[config.mk]
export PLATFORM = sky130hd
export DESIGN_NAME = select_action_sched
export DESIGN_NICKNAME = d
export VERILOG_FILES = /design/src/rtl/select_action_sched_pkg.sv /design/src/rtl/select_action_sched_rr_arbiter.sv /design/src/rtl/select_action_sched.sv
export SDC_FILE = /design/constraint.sdc
export NUM_CORES = 1
export LEC_CHECK = 0
export BUFFER_PORTS_ARGS = -buffer_cell sky130_fd_sc_hd__clkbuf_2
export CORE_MARGIN = 5
export CORE_UTILIZATION = 49
export DETAILED_ROUTE_END_ITERATION = 6
export GPL_ROUTABILITY_DRIVEN = 0
export GPL_TIMING_DRIVEN = 0
export PLACE_DENSITY_LB_ADDON = 0.1
export REMOVE_ABC_BUFFERS = 1
export SLEW_MARGIN = 0
export SYNTH_ARGS = -nofsm -noshare
export SYNTH_HDL_FRONTEND = slang
export SYNTH_SLANG_ARGS = --single-unit
[constraint.sdc]
create_clock -name clk -period 2.41 [get_ports clk]
set_input_delay 0.1205 -clock clk [delete_from_list [all_inputs] [get_ports clk]]
set_output_delay 0.1205 -clock clk [all_outputs]
set_load 0.01 [all_outputs]
[src/rtl/select_action_sched_pkg.sv]
// Shared types for the select_action scheduler: operand/mode types, FSM states
// and sizing constants used by the scheduler and its arbiter.
package select_action_sched_pkg;

  typedef logic [15:0] word_t;

  typedef enum logic [2:0] {
    ADD = 3'd0,
    SUB = 3'd1,
    AND = 3'd2,
    OR  = 3'd3,
    XOR = 3'd4,
    NOT = 3'd5,
    SHL = 3'd6,
    SHR = 3'd7
  } opr_mode_t;

  typedef enum logic [1:0] {
    IDLE    = 2'd0,
    SETTLE  = 2'd1,
    RESPOND = 2'd2
  } sched_state_t;

  localparam int MAX_REQ    = 8;
  localparam int SETTLE_W   = 4;
  localparam int MAX_SETTLE = (1 << SETTLE_W) - 1;

endpackage

[src/rtl/select_action_sched_rr_arbiter.sv]
// Combinational round-robin arbiter: grants the first requester found searching
// upward from the slot after the last grant, wrapping at N.
module rr_arbiter #(
  parameter int unsigned N  = 2,
  parameter int unsigned IW = (N > 1) ? $clog2(N) : 1
) (
  input  logic [N-1:0]  req,
  input  logic [IW-1:0] ptr,
  output logic [N-1:0]  gnt,
  output logic [IW-1:0] idx,
  output logic          any_grant
);

  int unsigned k;

  always_comb begin
    gnt       = '0;
    idx       = '0;
    any_grant = 1'b0;
    k         = 0;
    // Offsets 1..N visit ptr+1 first and the last winner last.
    for (int unsigned i = 1; i <= N; i++) begin
      k = (i + 32'(ptr)) % N;
      if (!any_grant && req[k]) begin
        any_grant = 1'b1;
        gnt[k]    = 1'b1;
        idx       = k[IW-1:0];
      end
    end
  end

endmodule

[src/rtl/select_action_sched.sv]
// Round-robin scheduler sharing one combinational select_action datapath
// between NUM_REQ requesters over valid/ready request and response channels.
module select_action_sched
  import select_action_sched_pkg::*;
#(
  parameter int NUM_REQ       = 2,
  parameter int SETTLE_CYCLES = 1
) (
  input  logic                      clk,
  input  logic                      reset,
  input  logic      [NUM_REQ-1:0]   REQ_VALID,
  output logic      [NUM_REQ-1:0]   REQ_READY,
  input  opr_mode_t [NUM_REQ-1:0]   REQ_MODE,
  input  word_t     [NUM_REQ-1:0]   REQ_SW,
  output logic      [NUM_REQ-1:0]   RSP_VALID,
  input  logic      [NUM_REQ-1:0]   RSP_READY,
  output word_t                     RSP_DATA,
  output opr_mode_t                 SELECTOR,
  output word_t                     SW,
  input  word_t                     LED,
  output logic                      BUSY
);

  if (NUM_REQ < 2 || NUM_REQ > MAX_REQ) begin : g_bad_num_req
    $error("select_action_sched: NUM_REQ must be in 2..%0d", MAX_REQ);
  end
  if (SETTLE_CYCLES < 1 || SETTLE_CYCLES > MAX_SETTLE) begin : g_bad_settle
    $error("select_action_sched: SETTLE_CYCLES must be in 1..%0d", MAX_SETTLE);
  end

  localparam int IW = $clog2(NUM_REQ);

  sched_state_t          state_q, state_d;
  logic [IW-1:0]         ptr_q;
  logic [SETTLE_W-1:0]   cnt_q;
  opr_mode_t             sel_q;
  word_t                 sw_q;
  word_t                 data_q;

  logic [NUM_REQ-1:0]    arb_gnt;
  logic [IW-1:0]         arb_idx;
  logic                  arb_any;

  rr_arbiter #(
    .N  (NUM_REQ),
    .IW (IW)
  ) u_arb (
    .req       (REQ_VALID),
    .ptr       (ptr_q),
    .gnt       (arb_gnt),
    .idx       (arb_idx),
    .any_grant (arb_any)
  );

  always_comb begin
    state_d   = state_q;
    REQ_READY = '0;
    RSP_VALID = '0;
    case (state_q)
      IDLE: begin
        if (arb_any) begin
          REQ_READY = arb_gnt;
          state_d   = SETTLE;
        end
      end
      SETTLE: begin
        if (cnt_q == SETTLE_W'(1)) state_d = RESPOND;
      end
      RESPOND: begin
        // ptr_q holds the index of the transaction in flight until IDLE.
        RSP_VALID[ptr_q] = 1'b1;
        if (RSP_READY[ptr_q]) state_d = IDLE;
      end
      default: state_d = IDLE;
    endcase
  end

  always_ff @(posedge clk or posedge reset) begin
    if (reset) begin
      state_q <= IDLE;
      ptr_q   <= IW'(NUM_REQ - 1);
      cnt_q   <= '0;
      sel_q   <= ADD;
      sw_q    <= '0;
      data_q  <= '0;
    end else begin
      state_q <= state_d;
      case (state_q)
        IDLE: begin
          if (arb_any) begin
            sel_q <= REQ_MODE[arb_idx];
            sw_q  <= REQ_SW[arb_idx];
            ptr_q <= arb_idx;
            cnt_q <= SETTLE_W'(SETTLE_CYCLES);
          end
        end
        SETTLE: begin
          cnt_q <= cnt_q - SETTLE_W'(1);
          if (cnt_q == SETTLE_W'(1)) data_q <= LED;
        end
        default: ;
      endcase
    end
  end

  assign SELECTOR = sel_q;
  assign SW       = sw_q;
  assign RSP_DATA = data_q;
  assign BUSY     = (state_q != IDLE);

endmodule

# [Word-level counts from Yosys, hierarchy flattened]
# Index checks and enable logic that the tools add are counted.
[word_totals] input_bits=60 out_inout_bits=40 word_cells=66 reg_bits=42
[op_classes] n_addsub=3 n_bitwise=1 eq_ne=6 n_reduce_logical=12 n_mux=31 magnitude_cmp=7
[op_table] op="16-bit 2-to-1 mux" n=2
[op_table] op="2-bit 2-to-1 mux" n=8
[op_table] op="1-bit 2-to-1 mux" n=13
[op_table] op="1-bit by 2-bit < comparator with 1-bit output (second input constant)" n=4
[op_table] op="4-bit case mux with 2 select lines" n=1
[op_table] op="3-bit 2-to-1 mux" n=2
[op_table] op="2-bit inequality test (second input constant)" n=3
[op_table] op="2-bit case mux with 3 select lines" n=1
[op_table] op="2-bit AND reduction" n=3
[op_table] op="4-bit by 1-bit equality test with 1-bit output (second input constant)" n=1
[op_table] op="1-bit logical AND" n=4
[op_table] op="4-bit 2-to-1 mux" n=1
[op_table] op="2-bit nonzero test" n=2
[op_table] op="4-bit by 1-bit subtractor with 4-bit output (second input constant)" n=1
[op_table] op="1-bit demux with 1-bit select" n=3
[op_table] op="1-bit >= comparator (second input constant)" n=3
[op_table] op="3-bit AND reduction" n=1
[op_table] op="1-bit adder (first input constant)" n=2
[op_table] op="2-bit by 1-bit equality test with 1-bit output (second input constant)" n=1
[op_table] op="2-bit equality test (second input constant)" n=1
[op_table] op="2-bit zero test" n=1
[op_table] op="2-bit OR" n=1
[op_table] op="1-bit zero test" n=1

# [Logic depth before layout (Yosys ltp)]
[depth] ltp_word=10 ltp_mapped=6 ltp_nobuf=5

# [Modules after synthesis]
# Synthesis repeated with hierarchy kept, for this count alone.
[hier_totals] cells_unflattened=162 hier_area_um2=1954.4
[by_module_without_submodules] module="select_action_sched" cells_each=157 instances=1 area_per_inst_um2=1921.8 seq_area_each_um2=1052.3
[by_module_without_submodules] module="rr_arbiter" cells_each=5 instances=1 area_per_inst_um2=32.5 seq_area_each_um2=0.0

# [Worst setup path before layout]
# OpenSTA, ideal clock, no wires.
[synth_timing] path_type="flip-flop to flip-flop" startpoint="reg cnt_q[1]" endpoint="reg data_q[0], in the netlist RSP_DATA[0]" t_required_ns=2.285 slack_ns=0.927 setup_ns=0.125 t_arrival_ns=1.358 path_buffers=1 stages_incl_launch_ff=7 synth_period_minus_slack_ns=1.483 path_cell_list="dfrtp_1 inv_1 ha_1 nor3b_2 nand2_4 buf_6 mux2_4"
[synth_between] elab_chain_len=2
[synth_lines] item="start: declaration" line_no="select_action_sched.sv:35" rtl="logic [SETTLE_W-1:0] cnt_q;"
[synth_lines] item="start signal: assignment" line_no="select_action_sched.sv:94" rtl="cnt_q <= SETTLE_W'(SETTLE_CYCLES);"
[synth_lines] item="start signal: assignment" line_no="select_action_sched.sv:98" rtl="cnt_q <= cnt_q - SETTLE_W'(1);"
[synth_lines] item="4-bit by 1-bit equality test with 1-bit output" line_no="select_action_sched.sv:99" rtl="if (cnt_q == SETTLE_W'(1)) data_q <= LED;"
[synth_lines] item="2-bit AND reduction (no line)"
[synth_lines] item="end signal: assignment" line_no="select_action_sched.sv:85" rtl="data_q <= '0;"
[synth_lines] item="end signal: assignment" line_no="select_action_sched.sv:99"
[synth_lines] item="end: declaration" line_no="select_action_sched.sv:38" rtl="word_t data_q;"
# Every way passes these cells.
# A chain may end at the register's enable or synchronous reset.

# [Worst setup path in the final report]
[layout_timing] startpoint="reg state_q[0]" endpoint="out REQ_READY[1]"
[layout_between] elab_chain_len=2
[layout_lines] item="start: declaration" line_no="select_action_sched.sv:33" rtl="sched_state_t state_q, state_d;"
[layout_lines] item="start signal: assignment" line_no="select_action_sched.sv:87" rtl="state_q <= state_d;"
[layout_lines] item="2-bit zero test" line_no="select_action_sched.sv:59" rtl="case (state_q)"
[layout_lines] item="2-bit 2-to-1 mux" line_no="select_action_sched.sv:59"
[layout_lines] item="end: declaration" line_no="select_action_sched.sv:12" rtl="output logic [NUM_REQ-1:0] REQ_READY,"
# Every way passes these cells.

==> impl_metrics.toml <==
[clock_tree]
cts_sinks = 42
cts-htree-levels = 2
clkTransAtPathRegs_ps = 80
cts_max_path_buffers = 2
holdBufCountCts = 0
cts_tree = "done"
numCtsBuffers = 5
cts-root-buf = "clkbuf_8"
clk_latency_ps = 290

[detailed_routing]
drc = 0
dr.pass1.iters = 4
vias = 1669
drt-initial-drc-count = 85
antenna_left = 0
routed_wirelength_um = 4890
wire_per_inst_um = 14.9
viasPerCell = 5.07

[run_status]
status = "complete, but fails checks"
violations = "negative hold slack"

[critical_path]
critical_path_arrival_ps = 1880
crit_family = "simple AND/OR/NAND/NOR gates"
worstSetupEndpointType = "output port"
crit_slowest_cell = "nor2_4"
path_cells = "nor2_4 -> inv_1 -> nor3_1 -> clkbuf_2"
cp.required_ps = 2290
start_kind = "register"
cp.buffers_inverters = 2
worstPathMaxFanout = 24
slowest_delay_ps = 510
critPathKind = "reg -> out"

[final_layout]
diodes = 0
final_cell_mix = "99 x clkbuf_2, 41 x dfrtp_1, 41 x nand2_1, 22 x a21oi_1, 20 x a31oi_1"
synthToLayoutAreaGrowth_pct = 29.3
fin_util_pct = 64.5
n_fill_cell = 333
seq_area_um2 = 1050
multiInputGateArea_um2 = 835
drive_above_1_share_pct = 47.3
final_common_cell = "clkbuf_2"
nets = 341

[sta]
max_freq_mhz = 499
setup-tns-final_ps = 0
final.period_utilization_pct = 83.1
setup_viol = 0
holdWs_ps = -9.53
final.setup_skew_ps = 5.04
tightest_slew_ps = 866
drv_slew = 0
relSlewSlack_pct = 42.2
rsz0062_at_grt = "false"
post-route-min-period_ps = 2000
finalHoldViolCount = 21

[floorplan]
fp.dieW_um = 73.3
dieArea_um2 = 5380
start_util_pct = 49.9
die_h_um = 73.3
pin_count = 100
core_area_um2 = 3940
rows = 23

[synthesis]
synth_edf_count = 0
synth_seq_cells = 42
synthCells = 185
avgSynthCellArea_um2 = 10.6
ys.flop_type = "dfrtp_1"
ys_seq_area_share_pct = 53.5
synth_cell_types = 31
ys_warn_count = 0
async_reset_ff_share_pct = 100
netlist_area_um2 = 1970

[placement]
hpwlAfterDp_um = 3510
port_buffers = 99

[global_routing]
grt_start_max_net_pins = 43
grt.total_usage_pct = 19.0
grt_pass1_vias = 1714
antenna_found_initial = 0
grt_pass1_wl_um = 7870
grt-ovfl-total = 0

[flow_run]
max_cap_viol_count = 0

[pwr]
total_power_mw = 3.19
p_leak_nw = 1.31
powerDensity_nw_per_um2 = 1260
ir_worst_vdd_mv = 0.631

[worst_hold_path]
hp-class = "in -> async"
[state kept, by name (all words and copies together), names as in the netlist]
name / flops
SELECTOR: 3
cnt_q: 4
state_q: 2
SW: 16
RSP_DATA: 16
ptr_q: 1
[what timing repair did]
| action | CTS | global route |
|---|---|---|
| resized for setup | 1 | 1 |
| setup endpoints to repair | 21 | 19 |
| buffers inserted | 0 | 0 |
| endpoints found under the hold margin | 0 | 0 |
[final cells by class]
type	count	area share (%)
sequential	42	41.4
multi-input combinational	126	32.8
timing repair buffer	99	19.5
clock buffer	5	2.71
tap	50	2.46
inverter	5	0.738
clock inverter	2	0.394
[synth_stat cells (2+ instances only)]
master / instances / share of area [%]
ha_1: 2 / 1.3
nand2_1: 41 / 7.8
inv_1: 5 / 0.95
mux2_4: 9 / 6.9
a21oi_1: 22 / 5.6
a211oi_1: 2 / 0.76
buf_2: 9 / 2.3
mux2i_1: 2 / 1.0
o21ai_0: 2 / 0.51
dfrtp_1: 41 / 52
nor3b_1: 2 / 0.76
mux2_2: 7 / 4.0
nor2_1: 4 / 0.76
a31oi_1: 20 / 6.4
[path summary, 6_finish.rpt]
kind                              from           end  slack (ps)  depth (start not counted)
max                         state_q[0]  REQ_READY[1]         410                          4
max reg2reg                 state_q[0]   SELECTOR[0]         430                          4
min                              reset   RSP_DATA[6]         -10                          2
max in group asynchronous        reset   SELECTOR[0]        1880                          2
min in group clk               LED[15]  RSP_DATA[15]          60                          2
min reg2reg                RSP_DATA[9]   RSP_DATA[9]         510                          1
[per-stage QoR]
stage / std cells / setup slack (ps) / instance area (µm²)
after floorplan: 173 / 425 / 1900
after global placement: 322 / -217 / 2460
after detailed placement: 322 / -234 / 2460
after CTS: 329 / 143 / 2540
after global routing: 329 / 221 / 2540
final: 329 / 408 / 2540
[metal layers]
metal	GRT usage, %	up-vias	routed length [µm]
met5	0	-	0
met4	6.04	0	52
met3	5.06	5	375
met2	32.8	59	2460
met1	23.0	778	2000
li1	-	827	-
[power breakdown]
group	total (mW)	leakage, nW	switching, mW	internal, mW
Clock	0.421	0.0438	0.226	0.194
Sequential	1.31	0.481	0.242	1.07
Combinational	1.46	0.789	0.760	0.703
[kinds of logic (layout without fill, tap and decap cells)]
logic type               count (synthesis)  in the layout  synth area share (%)
AO/OA/AOI/OAI                           49             49                  15.0
XOR/XNOR                                 1              1                 0.446
adder cells (fa/ha/maj)                  2              2                  1.27
buffers and inverters                   17            111                  4.39
flip-flops                              42             42                  53.5
multiplexers                            18             18                  11.9
AND/OR/NAND/NOR                         56             56                  13.4
Note: power is estimated with default switching activity, not from simulation.
